===== src/rtl/operand_feeder_pkg.sv =====
// Shared definitions for the operand feeder and the downstream summing FSM:
// burst sequencing states plus default burst size, buffer depth and dv gap.
package operand_feeder_pkg;

    typedef enum logic [1:0] {
        IDLE     = 2'd0,
        BURST    = 2'd1,
        COOLDOWN = 2'd2
    } feed_state_e;

    localparam int DATA_W      = 32;
    localparam int NR_INPS_DEF = 4;
    localparam int DEPTH_DEF   = 8;
    localparam int GAP_DEF     = NR_INPS_DEF + 2;

endpackage


===== src/rtl/operand_feeder_word_fifo.sv =====
// word_fifo: synchronous DEPTH x 32 FIFO with push/pop and occupancy count.
// Ports: clk, reset (async, active-high), push/wr_data, pop/rd_data (head
// word, valid whenever level > 0), level (0..DEPTH).
module word_fifo
    import operand_feeder_pkg::*;
#(
    parameter int DEPTH = DEPTH_DEF
) (
    input  logic                       clk,
    input  logic                       reset,
    input  logic                       push,
    input  logic [DATA_W-1:0]          wr_data,
    input  logic                       pop,
    output logic [DATA_W-1:0]          rd_data,
    output logic [$clog2(DEPTH):0]     level
);

    localparam int AW = $clog2(DEPTH);
    localparam int LW = AW + 1;

    logic [DATA_W-1:0] mem_q [DEPTH];
    logic [AW-1:0]     wr_ptr_q, wr_ptr_d;
    logic [AW-1:0]     rd_ptr_q, rd_ptr_d;
    logic [LW-1:0]     level_q, level_d;

    // DEPTH is a power of two, so pointers wrap by plain overflow.
    always_comb begin
        wr_ptr_d = wr_ptr_q + AW'(push);
        rd_ptr_d = rd_ptr_q + AW'(pop);
        level_d  = level_q;
        unique case ({push, pop})
            2'b10:   level_d = level_q + LW'(1);
            2'b01:   level_d = level_q - LW'(1);
            default: level_d = level_q;
        endcase
    end

    always_ff @(posedge clk or posedge reset) begin
        if (reset) begin
            wr_ptr_q <= '0;
            rd_ptr_q <= '0;
            level_q  <= '0;
        end else begin
            wr_ptr_q <= wr_ptr_d;
            rd_ptr_q <= rd_ptr_d;
            level_q  <= level_d;
        end
    end

    // Storage carries no reset; the pointers define what is valid.
    always_ff @(posedge clk) begin
        if (push) begin
            mem_q[wr_ptr_q] <= wr_data;
        end
    end

    assign rd_data = mem_q[rd_ptr_q];
    assign level   = level_q;

endmodule


===== src/rtl/operand_feeder.sv =====
// operand_feeder: buffers upstream words and replays them as NR_INPS-word
// bursts (dv on the first word) to a summing FSM, spaced at least GAP cycles.
// Ports: clk, reset (async, active-high), in_data/in_valid/in_ready upstream,
// dv/inpB burst output, busy (burst or cooldown), level (buffer occupancy).
module operand_feeder
    import operand_feeder_pkg::*;
#(
    parameter int NR_INPS = NR_INPS_DEF,
    parameter int DEPTH   = DEPTH_DEF,
    parameter int GAP     = NR_INPS + 2
) (
    input  logic                   clk,
    input  logic                   reset,
    input  logic [DATA_W-1:0]      in_data,
    input  logic                   in_valid,
    output logic                   in_ready,
    output logic                   dv,
    output logic [DATA_W-1:0]      inpB,
    output logic                   busy,
    output logic [$clog2(DEPTH):0] level
);

    localparam int LW   = $clog2(DEPTH) + 1;
    localparam int CW   = $clog2(GAP + 1);
    localparam int COOL = GAP - NR_INPS;

    feed_state_e       state_q, state_d;
    logic [CW-1:0]     cnt_q, cnt_d;
    logic [DATA_W-1:0] inpB_q, inpB_d;

    logic              push;
    logic              pop;
    logic [DATA_W-1:0] head;
    logic [LW-1:0]     fifo_level;

    word_fifo #(
        .DEPTH (DEPTH)
    ) u_fifo (
        .clk     (clk),
        .reset   (reset),
        .push    (push),
        .wr_data (in_data),
        .pop     (pop),
        .rd_data (head),
        .level   (fifo_level)
    );

    // Ready depends only on the registered occupancy (and reset).
    assign in_ready = !reset && (fifo_level < LW'(DEPTH));
    assign push     = in_valid && in_ready;

    // Word 0 is popped on the IDLE->BURST decision so the registered inpB
    // already holds it in the first BURST cycle, aligned with dv. The
    // remaining words are popped in the first NR_INPS-1 BURST cycles.
    always_comb begin
        state_d = state_q;
        cnt_d   = cnt_q;
        pop     = 1'b0;
        unique case (state_q)
            IDLE: begin
                if (fifo_level >= LW'(NR_INPS)) begin
                    pop     = 1'b1;
                    state_d = BURST;
                    cnt_d   = '0;
                end
            end
            BURST: begin
                if (cnt_q == CW'(NR_INPS - 1)) begin
                    cnt_d   = '0;
                    state_d = (COOL > 0) ? COOLDOWN : IDLE;
                end else begin
                    pop   = 1'b1;
                    cnt_d = cnt_q + CW'(1);
                end
            end
            COOLDOWN: begin
                if (cnt_q == CW'(COOL - 1)) begin
                    cnt_d   = '0;
                    state_d = IDLE;
                end else begin
                    cnt_d = cnt_q + CW'(1);
                end
            end
            default: begin
                state_d = IDLE;
                cnt_d   = '0;
            end
        endcase
        inpB_d = pop ? head : '0;
    end

    always_ff @(posedge clk or posedge reset) begin
        if (reset) begin
            state_q <= IDLE;
            cnt_q   <= '0;
            inpB_q  <= '0;
        end else begin
            state_q <= state_d;
            cnt_q   <= cnt_d;
            inpB_q  <= inpB_d;
        end
    end

    assign dv    = (state_q == BURST) && (cnt_q == '0);
    assign inpB  = inpB_q;
    assign busy  = (state_q != IDLE);
    assign level = fifo_level;

endmodule

===== config.mk =====
export PLATFORM = sky130hd
export DESIGN_NAME = operand_feeder
export DESIGN_NICKNAME = d
export VERILOG_FILES = /design/src/rtl/operand_feeder_pkg.sv /design/src/rtl/operand_feeder_word_fifo.sv /design/src/rtl/operand_feeder.sv
export SDC_FILE = /design/constraint.sdc
export NUM_CORES = 1
export LEC_CHECK = 0
export ABC_AREA = 1
export BUFFER_PORTS_ARGS = -buffer_cell sky130_fd_sc_hd__buf_2
export CORE_MARGIN = 5
export CORE_UTILIZATION = 65
export DETAILED_ROUTE_END_ITERATION = 16
export HOLD_SLACK_MARGIN = 0.03
export PLACE_DENSITY = 0.84
export SYNTH_ARGS = -nofsm -noshare
export SYNTH_HDL_FRONTEND = slang
export SYNTH_SLANG_ARGS = --single-unit

===== constraint.sdc =====
create_clock -name clk -period 5.9 [get_ports clk]
set_input_delay 1.18 -clock clk [delete_from_list [all_inputs] [get_ports clk]]
set_output_delay 1.18 -clock clk [all_outputs]
set_load 0.03 [all_outputs]

======== Word level (Yosys, flattened, before mapping) ========
Memory sizes are Yosys's and may differ from the RTL's.
Cells that the tools add are included.
word-level totals
  register bits ........................... 47
  bits in writable memories ............... 256
  bits of input ports ..................... 35
  output and inout bits ................... 39
  logic and storage cells ................. 47
  memories kept ........................... 1
memory list
  name          depth  bits a word  read ports  clocked after memory_dff  write ports  line                            RTL
  u_fifo.mem_q  8      32           1           0                         1            operand_feeder_word_fifo.sv:21  logic [DATA_W-1:0] mem_q [DEPTH];
operators by class
  add/sub/neg operators ................... 5
  magnitude comparators ................... 2
  eq/ne operators ......................... 9
  muxes and demuxes ....................... 15
  reductions and logical operators ........ 9
operator list
  kind                                                 count
  two-way mux 32 bit                                   1
  two-way mux 3 bit                                    3
  case mux 3 bit (3 select lines)                      1
  case mux 4 bit (2 select lines)                      1
  adder 3 x 1 -> 3 bit                                 2
  two-way mux 2 bit                                    3
  inequality test 2 bit, second input constant         3
  case mux 2 bit (3 select lines)                      1
  adder 4 x 1 -> 4 bit, second input constant          1
  == test 2 x 1 -> 1 bit, second input constant        2
  == test 2 bit, second input constant                 2
  >= comparator 4 x 3 -> 1 bit, second input constant  1
  < comparator 4 bit, second input constant            1
  two-way mux 1 bit                                    4
  nonzero test 2 bit                                   2
  subtractor 4 x 1 -> 4 bit, second input constant     1
  adder 3 x 1 -> 3 bit, second input constant          1
  == test 3 x 1 -> 1 bit, second input constant        1
  == test 3 x 2 -> 1 bit, second input constant        1
  logical AND 1 bit                                    3
  zero test 3 bit                                      1
  AND reduction 3 bit                                  1
  zero test 2 bit                                      1
  case mux 1 bit (2 select lines)                      1
  zero test 1 bit                                      1

======== Longest topological paths before layout ========
  word-level depth ........................ 5
  mapped depth ............................ 14
  mapped depth without buffers ............ 13

======== By module ========
From an unflattened synthesis, not the netlist that was laid out.
second synthesis, totals
  cell total of the unflattened synthesis .. 1014
  area total of the unflattened synthesis .. 12115.4 um^2
by module, submodules not included
  module          times used  cells each  area an instance (um^2)  sequential area each (um^2)
  word_fifo       1           852         10590.2                  7937.6
  operand_feeder  1           162         1525.2                   925.9

======== Worst setup path after synthesis ========
OpenSTA, ideal clock, no wires.
  path kind ............................... input-to-reg
  start point ............................. in reset
  end point ............................... mem u_fifo.mem_q[0][0] (enable)
  setup time .............................. 0.421 ns
  arrival time ............................ 3.550 ns
  required time ........................... 5.479 ns
  path slack .............................. 1.929 ns
  cell stages on the path ................. 4
  path buffers ............................ 0
  cells stage by stage .................... nor2_1 -> nand2_1 -> or2_2 -> nor2_1
on the way
  word-level cells in the longest chain between the ends .. 5
RTL lines
  item                                     line                            RTL
  start: declaration                       operand_feeder.sv:13            input logic reset,
  zero test 1 bit (no source line)         n/a
  logical AND 1 bit                        operand_feeder.sv:49            assign in_ready = !reset && (fifo_level < LW'(DEPTH));
  logical AND 1 bit                        operand_feeder.sv:50            assign push = in_valid && in_ready;
  two-way mux 1 bit                        operand_feeder_word_fifo.sv:52  if (push) begin
  two-way mux 1 bit (implied by the code)  operand_feeder_word_fifo.sv:53  mem_q[wr_ptr_q] <= wr_data;
  end: declaration                         operand_feeder_word_fifo.sv:21
No other way between the ends.

======== Worst setup path in the final report ========
  start point ............................. in reset
  end point ............................... out in_ready
on the way
  word-level cells in the longest chain between the ends .. 2
RTL lines
  item                              line                  RTL
  zero test 1 bit (no source line)  n/a
  logical AND 1 bit                 operand_feeder.sv:49
  end: declaration                  operand_feeder.sv:16  output logic in_ready,
No other way between the ends.

==> reports/qor.yml <==
clock_network:
  clk_latency_ns: 0.54
  h-tree-depth: 1
  ctsResizeCount: 0
  clkTransAtPathRegs_ns: 0.06
  ctsHoldBuffers: 0
  cts-root-buf: "clkbuf_16"
  cts_setup_buffers: 0
  clock_sinks: 303
  cts_buffers: 29
  clockBufferDepth: 3
  cts_tree: "done"
finish:
  drive_above_1_share_pct: 14.8
  n_fill_cell: 1115
  layout.nets: 1051
  mostFrequentLayoutCells: "nor2_1 (263), edfxtp_1 (256), o21ai_1 (126)"
  syn2layout_area_growth_pct: 12.3
  mostFrequentLayoutCell: "nor2_1"
  multi_input_area_sq_um: 2630
  ff_latch_area_sq_um: 8870
drt:
  dr.pass1.iters: 5
  drt_iter0_markers: 708
  detail-route-antenna-nets: 0
  routedWlPerCell_um: 19.8
  routed_wl_um: 24800
  via_count: 7363
  route.detailed.drc: 0
  routed_via_density: 5.88
setup_path:
  crit_type: "input port to primary output"
  start_kind: "input port"
  crit_required_ns: 4.72
  crit_arrival_ns: 1.61
  reg2reg_from: "cnt_q[0]"
  startpoint: "reset"
  rr_endpoint: "u_fifo.level[2]"
  r2r_cells: 11
  critPathCaptureType: "primary output"
  cp_max_fo: 2
  r2r_slack_ns: 3.26
logic_synthesis:
  yosysSeqAreaShare_pct: 75.0
  syn_avg_cell_area_sq_um: 12.7
  yosys.cell_types.count: 23
  syn_area_sq_um: 11800
  yosysTopAreaCell: "edfxtp_1"
  synth_fp_nets: 985
  yosys_warnings: 0
  ys_seq_elements: 303
  syn_inst: 934
  synth.area.top_cells: "edfxtp_1 (65%), dfrtp_1 (9.9%), nor2_1 (8.6%)"
  synth_top_area_share_pct: 65.0
sta:
  setup_tns_ns: 0
  finalClockSkew_ns: 0.0174
  fmax_ghz: 0.359
  grt_setup_unrepaired: "false"
  relSlewSlack_pct: 15.3
  setup_viol: 0
  min_period_ns: 2.79
  tightestPinTransition_ns: 1.27
  hold_viol_final: 0
  slew_violations: 0
  finalCritPeriodShare_pct: 47.3
die:
  core_sq_um: 18000
  start_util_pct: 65.8
  ioPinCount: 74
  die_y_um: 145
  die_area_sq_um: 21000
  die_w_um: 145
  rows: 49
grt:
  grt_first_pass_wirelength_um: 38100
  track_usage_pct: 23.7
  antenna_found_initial: 0
  overflow: 0
  grt_max_degree: 130
  grt_pass1_vias: 7254
power:
  p_leak_nw: 4.84
  ir_drop_uv: 417
  power_density_nw_per_um2: 513
  total_power_mw: 6.80
run:
  drv_cap: 0
min_path:
  min_from: "u_fifo.wr_ptr_q[2]"
  whs_path_depth: 1
  hp-class: "flip-flop to flip-flop"
  holdPathEnd: "u_fifo.wr_ptr_q[2]"
placement:
  io_buffers: 73
  gp_congestion: 0.775
  post-dp-hpwl_um: 12500
status:
  run_status: "completed"
per-layer routing:
metal | wire, um | GRT usage (%)
met1 | 9460 | 31.4
met4 | 587 | 7.61
met5 | 0 | 0
met3 | 1690 | 2.83
met2 | 13100 | 41.4
stage by stage:
stage	instance area (sq um)	util (%)	std cells	hold WS (ns)	setup slack [ns]
after global routing	13300	73.9	1251	0.526	3.01
after floorplan	11800	-	934	0.480	1.93
after CTS	13300	73.9	1251	0.516	3.11
final	13300	73.9	1252	0.515	3.11
after global placement	12300	68.7	1198	0.498	2.66
after detailed placement	12300	68.7	1198	0.504	2.64
flip-flops by register name, summed over array words and instances, names as in the netlist:
| register | flops |
|---|---|
| u_fifo.mem_q | 256 |
| inpB | 32 |
| u_fifo.level | 4 |
| cnt_q | 3 |
| u_fifo.rd_ptr_q | 3 |
| u_fifo.wr_ptr_q | 3 |
| state_q | 2 |
worst max-delay path by stage:
stage / endpoint / slack [ns] / cells past startpoint
2_1_floorplan: u_fifo.mem_q[0][0] / 1.93 / 4
3_3_place_gp: u_fifo.mem_q[4][15] / 2.66 / 5
3_5_place_dp: u_fifo.mem_q[4][19] / 2.64 / 5
4_1_cts: in_ready / 3.11 / 3
5_1_grt: dv / 3.01 / 5
6_report: in_ready / 3.11 / 3
report_power, final:
group / internal, mW / switching, mW
combinational: 0.629 / 1.64
sequential: 2.59 / 0.125
clock: 1.06 / 0.751
area by class of cell:
| type | count | share of cell area (%) |
|---|---|---|
| Inverter | 21 | 0.603 |
| Multi-Input combinational cell | 559 | 19.8 |
| Timing Repair Buffer | 86 | 3.49 |
| Antenna cell | 1 | 0.0189 |
| Sequential cell | 303 | 66.8 |
| Tap cell | 229 | 2.16 |
| Clock inverter | 18 | 1.20 |
| Clock buffer | 35 | 5.86 |
synthesized netlist by cell type:
cell type	count
a21oi_1	33
a31oi_1	1
buf_1	1
buf_2	7
buf_4	8
buf_6	10
clkbuf_1	25
dfrtp_1	47
edfxtp_1	256
ha_1	16
inv_1	15
inv_2	6
nand2_1	26
nand3_1	5
nor2_1	271
o21ai_0	73
o21ai_1	126
o22ai_1	1
o22ai_2	1
or2_1	1
or2_2	1
xnor2_1	2
xor2_1	2
worst max-delay path: stages:
cell and delay [ns]:
buf_2 0.11, nor2_1 0.10, buf_2 0.22
cell families after synthesis:
family                     after synthesis  synth area share (%)
DFF                                    303                  75.0
and+or+nand+nor                        304                  9.75
buffers and inverters                   72                  3.25
xor gates and xnor gates                 4                 0.296
adders and majority gates               16                  1.69
AOI/OAI and AO/OA                      235                  10.0
Note: power is estimated with default switching activity, not from simulation.
